**src/rtl/turfio_cin_align_multi.sv**
```systemverilog
// turfio_cin_align_multi: per-lane nibble-to-word deserializer and aligner for
// TURFIO CIN links. Each lane collects 4-bit nibbles into a bit window, cuts
// W-bit words at a slip-selected bit offset, and runs a training search that
// slips until TRAIN_PATTERN is seen LOCK_COUNT times in a row.
//
// Ports:
//   aclk_i, rst_i      clock, synchronous active-high reset
//   cin_i              lane n nibble at [4n+3:4n], bit 3 oldest
//   cin_valid_i        nibble qualifier shared by all lanes
//   lock_req_i         per-lane start/restart of the alignment search
//   lock_rst_i         per-lane force to UNLOCKED
//   bitslip_i          per-lane manual one-bit slip
//   auto_align_i       allow automatic slipping while searching
//   train_chk_i        count non-pattern words while locked
//   parallel_o         aligned words, lane n at [W*n+W-1:W*n]
//   parallel_valid_o   per-lane word strobe (locked lanes only)
//   locked_o           per-lane LOCKED indication
//   running_o          all lanes locked
//   fail_o             sticky: full slip sweep ended without lock
//   slip_pos_o         per-lane slip position
//   errcnt_o           per-lane saturating training error count
module turfio_cin_align_multi #(
  parameter int unsigned          NLANE         = 1,
  parameter int unsigned          NIBBLES       = 8,
  parameter logic [4*NIBBLES-1:0] TRAIN_PATTERN = 32'hA55A6996,
  parameter int unsigned          LOCK_COUNT    = 16,
  parameter int unsigned          ERRCNT_WIDTH  = 16
) (
  input  logic                                  aclk_i,
  input  logic                                  rst_i,
  input  logic [4*NLANE-1:0]                    cin_i,
  input  logic                                  cin_valid_i,
  input  logic [NLANE-1:0]                      lock_req_i,
  input  logic [NLANE-1:0]                      lock_rst_i,
  input  logic [NLANE-1:0]                      bitslip_i,
  input  logic                                  auto_align_i,
  input  logic                                  train_chk_i,
  output logic [4*NIBBLES*NLANE-1:0]            parallel_o,
  output logic [NLANE-1:0]                      parallel_valid_o,
  output logic [NLANE-1:0]                      locked_o,
  output logic                                  running_o,
  output logic [NLANE-1:0]                      fail_o,
  output logic [NLANE*$clog2(4*NIBBLES)-1:0]    slip_pos_o,
  output logic [NLANE*ERRCNT_WIDTH-1:0]         errcnt_o
);

  localparam int unsigned W   = 4 * NIBBLES;
  localparam int unsigned PW  = $clog2(W);
  localparam int unsigned PHW = (NIBBLES > 1) ? $clog2(NIBBLES) : 1;
  localparam int unsigned MCW = $clog2(LOCK_COUNT + 1);
  localparam int unsigned SCW = $clog2(W + 1);

  typedef enum logic [1:0] {ST_UNLOCKED, ST_SEARCH, ST_LOCKED} state_e;

  logic [NLANE-1:0] locked_c;
  logic             running_q;

  for (genvar n = 0; n < NLANE; n++) begin : g_lane
    state_e                  state_q;
    logic [W+3:0]            win_q;
    logic [W+3:0]            win_d;
    logic [PHW-1:0]          phase_q;
    logic                    hold_q;
    logic [PW-1:0]           p_q;
    logic [MCW-1:0]          match_q;
    logic [SCW-1:0]          sweep_q;
    logic [ERRCNT_WIDTH-1:0] err_q;
    logic                    fail_q;
    logic [W-1:0]            par_q;
    logic                    pvalid_q;
    logic [W-1:0]            word_c;
    logic                    bnd_c;
    logic                    hit_c;
    logic                    man_slip_c;
    logic                    auto_slip_c;

    // Window includes the nibble arriving this cycle, so a boundary word
    // ends with the boundary nibble when the bit offset is zero.
    assign win_d  = {win_q[W-1:0], cin_i[4*n +: 4]};
    assign word_c = win_d[p_q[1:0] +: W];
    assign bnd_c  = cin_valid_i && (phase_q == PHW'(NIBBLES - 1));
    assign hit_c  = (word_c == TRAIN_PATTERN);

    assign man_slip_c  = bitslip_i[n] && (state_q != ST_LOCKED) && !lock_rst_i[n];
    assign auto_slip_c = (state_q == ST_SEARCH) && bnd_c && !hit_c && auto_align_i &&
                         !lock_rst_i[n] && !lock_req_i[n];

    // Lane datapath, slip control and alignment FSM.
    always_ff @(posedge aclk_i) begin
      if (rst_i) begin
        state_q  <= ST_UNLOCKED;
        win_q    <= '0;
        phase_q  <= '0;
        hold_q   <= 1'b0;
        p_q      <= '0;
        match_q  <= '0;
        sweep_q  <= '0;
        err_q    <= '0;
        fail_q   <= 1'b0;
        par_q    <= '0;
        pvalid_q <= 1'b0;
      end else begin
        if (cin_valid_i) begin
          win_q <= win_d;
          if (hold_q)                              hold_q  <= 1'b0;
          else if (phase_q == PHW'(NIBBLES - 1))   phase_q <= '0;
          else                                     phase_q <= phase_q + PHW'(1);
        end

        if (bnd_c) par_q <= word_c;
        pvalid_q <= bnd_c && (state_q == ST_LOCKED);

        // Offset wrapping 3->0 moves the word boundary one nibble later.
        if (man_slip_c || auto_slip_c) begin
          p_q <= (p_q == PW'(W - 1)) ? '0 : p_q + PW'(1);
          if (p_q[1:0] == 2'd3) hold_q <= 1'b1;
        end

        if (lock_rst_i[n]) begin
          state_q <= ST_UNLOCKED;
        end else if (lock_req_i[n]) begin
          state_q <= ST_SEARCH;
          match_q <= '0;
          sweep_q <= '0;
          err_q   <= '0;
          fail_q  <= 1'b0;
        end else begin
          unique case (state_q)
            ST_SEARCH: begin
              if (bnd_c) begin
                if (hit_c) begin
                  if (!man_slip_c) begin
                    match_q <= match_q + MCW'(1);
                    if (match_q == MCW'(LOCK_COUNT - 1)) state_q <= ST_LOCKED;
                  end
                end else begin
                  match_q <= '0;
                  if (auto_align_i) begin
                    sweep_q <= sweep_q + SCW'(1);
                    if (sweep_q == SCW'(W - 1)) begin
                      state_q <= ST_UNLOCKED;
                      fail_q  <= 1'b1;
                    end
                  end
                end
              end
            end
            ST_LOCKED: begin
              if (bnd_c && train_chk_i && !hit_c && (err_q != '1))
                err_q <= err_q + ERRCNT_WIDTH'(1);
            end
            default: ;
          endcase
          if (man_slip_c) match_q <= '0;
        end
      end
    end

    assign locked_c[n]                           = (state_q == ST_LOCKED);
    assign parallel_o[W*n +: W]                  = par_q;
    assign parallel_valid_o[n]                   = pvalid_q;
    assign fail_o[n]                             = fail_q;
    assign slip_pos_o[PW*n +: PW]                = p_q;
    assign errcnt_o[ERRCNT_WIDTH*n +: ERRCNT_WIDTH] = err_q;
  end

  // All-lanes-locked flag, one cycle behind the lane states.
  always_ff @(posedge aclk_i) begin
    if (rst_i) running_q <= 1'b0;
    else       running_q <= &locked_c;
  end

  assign locked_o  = locked_c;
  assign running_o = running_q;

endmodule
```
**config.mk**
```make
export PLATFORM = sky130hd
export DESIGN_NAME = turfio_cin_align_multi
export DESIGN_NICKNAME = d
export VERILOG_FILES = /design/src/rtl/turfio_cin_align_multi.sv
export SDC_FILE = /design/constraint.sdc
export NUM_CORES = 1
export LEC_CHECK = 0
export ABC_CLOCK_PERIOD_IN_PS = 3800
export BUFFER_PORTS_ARGS = -buffer_cell sky130_fd_sc_hd__buf_2
export CAP_MARGIN = 20
export CORE_MARGIN = 5
export CORE_UTILIZATION = 45
export CTS_BUF_LIST = sky130_fd_sc_hd__clkbuf_16
export DETAILED_ROUTE_END_ITERATION = 16
export HOLD_SLACK_MARGIN = 0.12
export PLACE_DENSITY_LB_ADDON = 0.25
export SLEW_MARGIN = 20
export SYNTH_ARGS = -nofsm -noshare
export SYNTH_HDL_FRONTEND = slang
export SYNTH_SLANG_ARGS = --single-unit
```
**constraint.sdc**
```tcl
create_clock -name aclk_i -period 3.8 [get_ports aclk_i]
set_input_delay 0 -clock aclk_i [delete_from_list [all_inputs] [get_ports aclk_i]]
set_output_delay 0 -clock aclk_i [all_outputs]
set_load 0.02 [all_outputs]
```
; Word level (Yosys, flattened, before mapping)
; Cells that the tools add are included.
[op_classes]
n_shift = 1
add_sub_neg = 5
n_reduce_logical = 37
mux = 32
eq_ne = 15
bitwise_logic = 2
[ops]
columns = op, n
row1 = $mux 16, 3
row2 = $shiftx 36x3->32, 1
row3 = $eq 32x32->1 const B, 1
row4 = $mux 5, 6
row5 = $mux 6, 5
row6 = $reduce_and 6->1, 3
row7 = $add 16x1->16 const B, 1
row8 = $ne 16x16->1 const B, 1
row9 = $reduce_bool 2->1, 8
row10 = $logic_and 1x1->1, 12
row11 = $mux 1, 12
row12 = $reduce_bool 3->1, 4
row13 = $add 5x1->5 const B, 2
row14 = $mux 2, 5
row15 = $add 6x1->6 const B, 1
row16 = $eq 6x5->1 const B, 1
row17 = $ne 2x2->1 const B, 3
row18 = $reduce_and 3->1, 2
row19 = $eq 5x4->1 const B, 1
row20 = $eq 5x5->1 const B, 1
row21 = $reduce_and 5->1, 1
row22 = $eq 2x2->1 const B, 2
row23 = $add 3x1->3 const B, 1
row24 = $eq 3x3->1 const B, 1
row25 = other kinds (11), 14
[totals]
out_inout_bits = 57
register_bits = 105
in_bits = 12
elab_cells = 105

; Depth between registers and ports, before layout
; Gate-level depths: netlist of run 1.
[logic_depth]
word_depth = 9
mapped_depth = 11
ltp_nobuf = 8

; Worst setup path after synthesis of run 1
; No wires, ideal clock.
[synth_path]
path_type = flip-flop to flip-flop
startpoint = register g_lane[0].p_q[0] (netlist: slip_pos_o[0])
endpoint = register g_lane[0].p_q[0] (netlist: slip_pos_o[0])
setup_slack_ns = 0.781
synth_period_minus_slack_ns = 3.019
required_ns = 3.679
arrival_time_ns = 2.897
path_buffers = 2
path_stages_with_launch = 9
setup_ns = 0.121
path_cell_list = dfxtp_1 > buf_6 > buf_6 > mux4_2 > nor4bb_1 > nand4_1 > or4_4 > a21oi_4 > mux2_4
[synth_via]
elab_chain_cells = 8
word_cells_on_any_way = 11
cone_classes = add/sub (1) / eq/ne (2) / shift (1) / mux (1) / reduce/logical (6)
[synth_lines]
columns = item, line_no
row1 = start: declaration, 64  ; logic [PW-1:0] p_q;
row2 = start signal: assignment, 115  ; p_q <= (p_q == PW'(W - 1)) ? '0 : p_q + PW'(1);
row3 = $shiftx 36x3->32, 80  ; assign word_c = win_d[p_q[1:0] +: W];
row4 = $eq 32x32->1, 82  ; assign hit_c = (word_c == TRAIN_PATTERN);
row5 = $logic_not 1->1, 85  ; assign auto_slip_c = (state_q == ST_SEARCH) && bnd_c && !hit_c && auto_align_i &&
row6 = $logic_and 1x1->1 (3 in series), 85
row7 = $logic_and 1x1->1, 86  ; !lock_rst_i[n] && !lock_req_i[n];
row8 = $logic_or 1x1->1, 114  ; if (man_slip_c || auto_slip_c) begin
; Parallel ways exist; a longest one is shown, timed or not.
; A chain may end at the register's enable or synchronous reset.

; Worst setup path after layout of run 1
[layout_path]
startpoint = register g_lane[0].p_q[1] (netlist: slip_pos_o[1])
endpoint = register g_lane[0].p_q[0] (netlist: slip_pos_o[0])
; Same word-level chain as after synthesis.

==> flow_summary.toml, run 1 <==
[outcome]
status = "complete, no violations"

[critical_path]
worst-path-max-fanout = 29
reg2reg_from = "slip_pos_o[1]"
critical_path_required_ns = 4.04
crit_arrival_ns = 3.76
reg2reg_depth = 7
path_buf_inv = 1
startpoint_type = "flop"
r2r_slack_ns = 0.28
cp-end-kind = "flop"
worst_r2r_endpoint = "slip_pos_o[0]"
slowest_stage = "dfxtp_2"
cp_cell_sequence = "buf_4 > mux4_2 > nor4bb_1 > nand4_1 > or4_4 > a21oi_4 > mux2_4"
max_stage_delay_ns = 0.72
worstSetupPathType = "flop to flop"
critPathLaunch = "slip_pos_o[1]"
crit_family = "simple AND/OR/NAND/NOR gates"

[logic_synthesis]
ys_types = 62
yosysWarnings = 0
synthCells = 578
synth_edf_count = 0
synth_area_um2 = 5400
yosys_register_bits = 104
syn_area_per_cell_um2 = 9.34
synth_seq_area_share_pct = 38.6
ys_async_sr_fraction_pct = 0
ys.flop_type = "dfxtp_1"
synth_fp_nets = 598

[layout]
drive_above_1_share_pct = 21.4
most-common-layout-cells = "dfxtp_1 (102), nand2_1 (88), buf_2 (68)"
final_cells = 784
num_antenna_cells = 0
fillers = 1092
syn_to_final_growth_pct = 14.7
fin_nets = 652
fin_area_um2 = 6190
final_common_cell = "dfxtp_1"

[power_and_ir_drop]
finalPower_uw = 2370
p_leak_uw = 0.00246
p_per_area_nw_per_um2 = 382
peakVddDrop_mv = 0.209

[die]
chipWidth_um = 120
die_h_um = 120
dieArea_um2 = 14300
design.core.area_um2 = 11900
initial_core_util_pct = 45.5
rows = 40
io_pins = 69

[clocking]
cts_root_buf = "clkbuf_16"
clk_pin_slew_ns = 0.07
htreeDepth = 3
cts_buffer_depth = 2
cts_sinks = 104
cts-buffers-inserted = 9
insertion_delay_ns = 0.35
cts_resized = 0
cts_tree = "yes"

[routing]
ant_nets = 0
route.detailed.drc = 0
finalWirelength_mm = 13.9
drt_first_pass_iters = 5
avgRoutedWirePerCell_um = 17.8
drt_iter0_drc = 455
drt-vias-per-instance = 5.99
num_vias = 4699

[sta]
relSlewSlack_pct = 46.3
fin_crit_sh_pct = 92.6
fin_setup_tns_ns = 0
worstMarginPinSlew_ns = 0.806
finClkSkew_ns = 0.00818
rsz0062_at_grt = "no"
period_minus_slack_ns = 3.52
hold_viol = 0
slew_viol_final = 0
setup_violations = 0
timing.fmax_ghz = 0.284

[grt]
track_usage_pct = 19.7
grt_pass1_vias = 4431
grt-ovfl-total = 0
grt_pass1_wl_mm = 22.9
antenna_found_initial = 0
grt_max_degree = 46

[place]
dp_cells = 761
gp_congestion = 0.846
placed_cell_area_um2 = 5770
hpwl_mm = 9.85
port_buffers = 68

[worst_hold_path]
hp-class = "primary input to flop"
min-delay-start = "cin_valid_i"
whs_endpoint = "g_lane[0].win_q[22]"
hold_depth = 3

[flow_run]
drv_cap = 0
## cell families after synthesis
| kind of cell | count (synthesis) | share of synthesized area, % |
|---|---|---|
| compound gates | 100 | 12.4 |
| fa+ha+maj | 8 | 1.85 |
| simple gates | 245 | 22.8 |
| flops | 104 | 38.6 |
| buf+inv | 50 | 4.71 |
| mux | 71 | 19.7 |
## worst max-delay path by stage
stage,to,slack (ns),cells past startpoint
after floorplan,slip_pos_o[0],0.78,8
after global placement,slip_pos_o[0],0.44,6
after detailed placement,slip_pos_o[0],0.33,7
after CTS,slip_pos_o[0],0.31,7
after global routing,slip_pos_o[0],0.09,7
final,slip_pos_o[0],0.28,7
## layer usage
metal  part of all wire, %  track usage [%]
met2                    45             29.9
met4                   1.1             5.30
met1                    47             28.3
met5                     0                0
met3                   6.7             4.29
## timing repair
item / CTS / global route
endpoints found under the hold margin: 8 / 0
hold buffers: 7 / 0
setup buffers: 0 / 0
## worst min-delay path: stages
cell and delay [ns]:
buf_2 0.23, mux2i_1 0.16, nor2_1 0.07
## report_power, final
part / total [µW] / internal, µW / leakage (µW) / switching, µW
sequential: 1120 / 1100 / 0.000840 / 23.8
clock: 1090 / 652 / 0.000168 / 438
combinational: 153 / 67.5 / 0.00145 / 85.3
## metrics by stage
step / worst slack [ns] / hold slack (ns) / util, %
after floorplan: 0.781 / 0.148 / -
after global placement: 0.438 / 0.289 / 48.6
after detailed placement: 0.330 / 0.315 / 48.6
after CTS: 0.308 / 0.148 / 52.2
after global routing: 0.0897 / 0.175 / 52.2
final: 0.279 / 0.155 / 52.2
## cell usage after synthesis (6+ instances only)
cell	instances	share of area, %
nor4_1	7	0.81
ha_1	8	1.9
nand2_1	88	6.1
a32oi_1	6	0.97
nor2b_1	8	0.93
nor3_1	8	0.74
o31ai_1	8	1.1
mux4_2	25	10
and3_1	8	0.93
nor2_1	58	4.0
or4_1	7	0.97
buf_1	9	0.63
a21oi_1	41	3.8
clkbuf_1	19	1.3
nand3_1	19	1.8
dfxtp_1	104	39
o21ai_0	6	0.56
inv_1	10	0.70
mux2i_1	41	7.6
## flip-flops by register name (all words and copies together) (netlist names)
signal / count
errcnt_o: 16
g_lane.phase_q: 3
g_lane.sweep_q: 6
fail_o: 1
slip_pos_o: 5
parallel_valid_o: 1
g_lane.win_q: 31
g_lane.hold_q: 1
g_lane.state_q: 2
parallel_o: 32
g_lane.match_q: 5
running_o: 1
## final cells by class
class,instances,area [µm²],share of cell area (%)
Clock inverter,7,126,2.04
Tap cell,147,184,2.97
Clock buffer,9,225,3.64
Multi-Input combinational cell,424,3060,49.5
Sequential cell,104,2080,33.7
Timing Repair Buffer,83,470,7.60
Inverter,10,37.5,0.606
Power figures use the tool's default switching activity.
==> run 2: changes to the inputs <==
- ABC_AREA: unset -> 1
==> run 2 against run 1 <==
Maximum frequency is 32% higher. Clock power is 9.8% lower. Sequential share of layout area increased by 0.089 points. Flip-flop and latch count did not move. Critical endpoint is now errcnt_o[12]. Largest cell class unchanged. Largest power group unchanged.
==> flow_summary.toml, run 2 <==
[power_and_ir_drop]
p_switching_uw = 666
peakVddDrop_mv = 0.278
p_clk_share_pct = 39.9
p_per_area_nw_per_um2 = 399
p_leak_uw = 0.00280
p_sw_share_pct = 27.1
comb_power_share_pct = 13.2
p_int_uw = 1800
finalPower_uw = 2460
p_seq_share_pct = 46.9

[layout]
fin_nets = 870
most-common-layout-cells = "nand2_1 (213), dfxtp_1 (104), o21ai_0 (79)"
final_cells = 1002
largest_reg_flops = 32
drive_above_1_share_pct = 15.6
num_antenna_cells = 0
syn_to_final_growth_pct = 13.5
final_common_cell = "nand2_1"

[logic_synthesis]
synth.largest_area_cell = "dfxtp_1"
synthCells = 801
synth_seq_area_share_pct = 38.3
synth_edf_count = 0
yosys_register_bits = 104
synth_area_um2 = 5430
netlist_top_cells_area = "dfxtp_1 (38%), nand2_1 (15%), o21ai_0 (7.3%), a21oi_1 (5.8%), nand3_1 (5.7%)"
synth_fp_nets = 821
yosysWarnings = 0
synth_top_cells_by_count = "nand2_1 (213), dfxtp_1 (104), o21ai_0 (79)"
yosysTopAreaCellShare_pct = 38.3
yosysMostFrequentCell = "nand2_1"
ys_async_sr_fraction_pct = 0
ys_types = 37
syn_area_per_cell_um2 = 6.78
ys.flop_type = "dfxtp_1"

[worst_hold_path]
whs_endpoint = "g_lane[0].state_q[0]"
min-delay-start = "auto_align_i"
hold_depth = 8
hp-class = "primary input to flop"

[clocking]
cts_buffer_depth = 2
hold_buffers = 8
cts_tree = "yes"
cts_resized = 0
cts-buffers-inserted = 9
clk_pin_slew_ns = 0.07
htreeDepth = 3
cts_sinks = 104
cts_root_buf = "clkbuf_16"
cts_setup_buffers = 0
insertion_delay_ns = 0.35

[die]
design.core.area_um2 = 11900
die_h_um = 120
initial_core_util_pct = 45.6
io_pins = 69
dieArea_um2 = 14400
chipWidth_um = 120
rows = 40

[sta]
slew_viol_final = 0
period_minus_slack_ns = 2.67
holdWs_ns = 0.200
fin_setup_tns_ns = 0
rsz0062_at_grt = "no"
relSlewSlack_pct = 43.7
worstMarginPinSlew_ns = 0.843
timing.fmax_ghz = 0.374
fin_crit_sh_pct = 70.3
finClkSkew_ns = 0.00999
setup_violations = 0
worst_slack_ns = 1.13
hold_viol = 0

[outcome]
status = "complete, no violations"

[routing]
drt-vias-per-instance = 5.22
finalWirelength_mm = 13.6
drt_first_pass_iters = 5
ant_nets = 0
avgRoutedWirePerCell_um = 13.5
num_vias = 5234
route.detailed.drc = 0
drt_iter0_drc = 419

[critical_path]
cp-end-kind = "flop"
worstSetupPathDepth = 14
crit_arrival_ns = 2.91
reg2reg_depth = 14
crit_family = "simple AND/OR/NAND/NOR gates"
critical_path_required_ns = 4.04
worstSetupPathType = "flop to flop"
r2r_slack_ns = 1.13
cp_cell_sequence = "inv_2 > nand2_1 > nand2_1 > nand2_1 > nand2_1 > nand2_1 > nor2_1 > nand2_1 > nor2_2 > nand3_2 > nand3_4 > inv_2 > o21ai_0 > nor2_1"
slowest_stage = "inv_2"
reg2reg_from = "slip_pos_o[0]"
worst-path-max-fanout = 38
max_stage_delay_ns = 0.55
startpoint_type = "flop"
cpMostUsedCell = "nand2_1"
path_buf_inv = 2
worst_r2r_endpoint = "errcnt_o[12]"

[place]
hpwl_mm = 9.55
dp_slack_ns = 1.14
port_buffers = 68
dp_cells = 978
gp_congestion = 0.876

[grt]
grt_pass1_wl_mm = 22.6
grt-ovfl-total = 0
antenna_found_initial = 0
track_usage_pct = 19.0
grt_max_degree = 65
grt_pass1_vias = 4738

[flow_run]
drv_cap = 0
[run 2: cell families (layout without fill, tap and decap cells)]
logic type      Yosys count  after routing  synth area share, %
compound gates          185            185                 18.7
fa+ha+maj                 8              8                 1.84
buf+inv                 108            162                 8.61
xor+xnor                  8              8                 1.29
flops                   104            104                 38.3
simple gates            388            388                 31.2
[run 2: how the worst max path moves through the flow]
stage / to / slack (ns) / startpoint
finish: errcnt_o[12] / 1.13 / slip_pos_o[0]
global route: errcnt_o[12] / 0.77 / slip_pos_o[0]
CTS: errcnt_o[12] / 1.12 / slip_pos_o[0]
detailed placement: errcnt_o[7] / 1.14 / slip_pos_o[0]
global placement: errcnt_o[12] / 1.18 / slip_pos_o[0]
floorplan: errcnt_o[13] / 1.65 / slip_pos_o[0]
[run 2: final cells by class]
class	instances	area [µm²]
Clock buffer	9	225
Clock inverter	7	86.3
Fill cell	1257	5750
Inverter	64	240
Multi-Input combinational cell	589	2880
Sequential cell	104	2080
Tap cell	147	184
Timing Repair Buffer	82	465
[run 2: power by group through the flow]
stage | clock network [µW] | logic (µW) | registers [µW]
2_1_floorplan | 0 | 240 | 1180
3_3_place_gp | 0 | 317 | 1180
3_5_place_dp | 0 | 318 | 1180
4_1_cts | 1000 | 326 | 1150
5_1_grt | 1050 | 370 | 1160
6_report | 983 | 325 | 1150
[run 2: stage by stage]
step	util, %	cell area [µm²]
6_report	51.8	6170
5_1_grt	51.8	6170
4_1_cts	51.8	6170
3_5_place_dp	48.5	5770
3_3_place_gp	48.5	5770
2_1_floorplan	-	5430
[run 2: routing by layer]
metal | GRT usage [%] | up-vias | part of all wire [%]
met1 | 24.7 | 2394 | 47
met5 | 0 | - | 0
met2 | 32.2 | 85 | 48
li1 | - | 2736 | -
met3 | 3.63 | 19 | 3.2
met4 | 5.44 | 0 | 1.7
[run 2: worst min-delay path, stage by stage]
cell and delay [ns]:
buf_2 0.08, nor2_1 0.05, nor2_1 0.10, nand2_1 0.06, nand2_1 0.05, nand3_1 0.06, nand2_1 0.06, a21oi_1 0.05
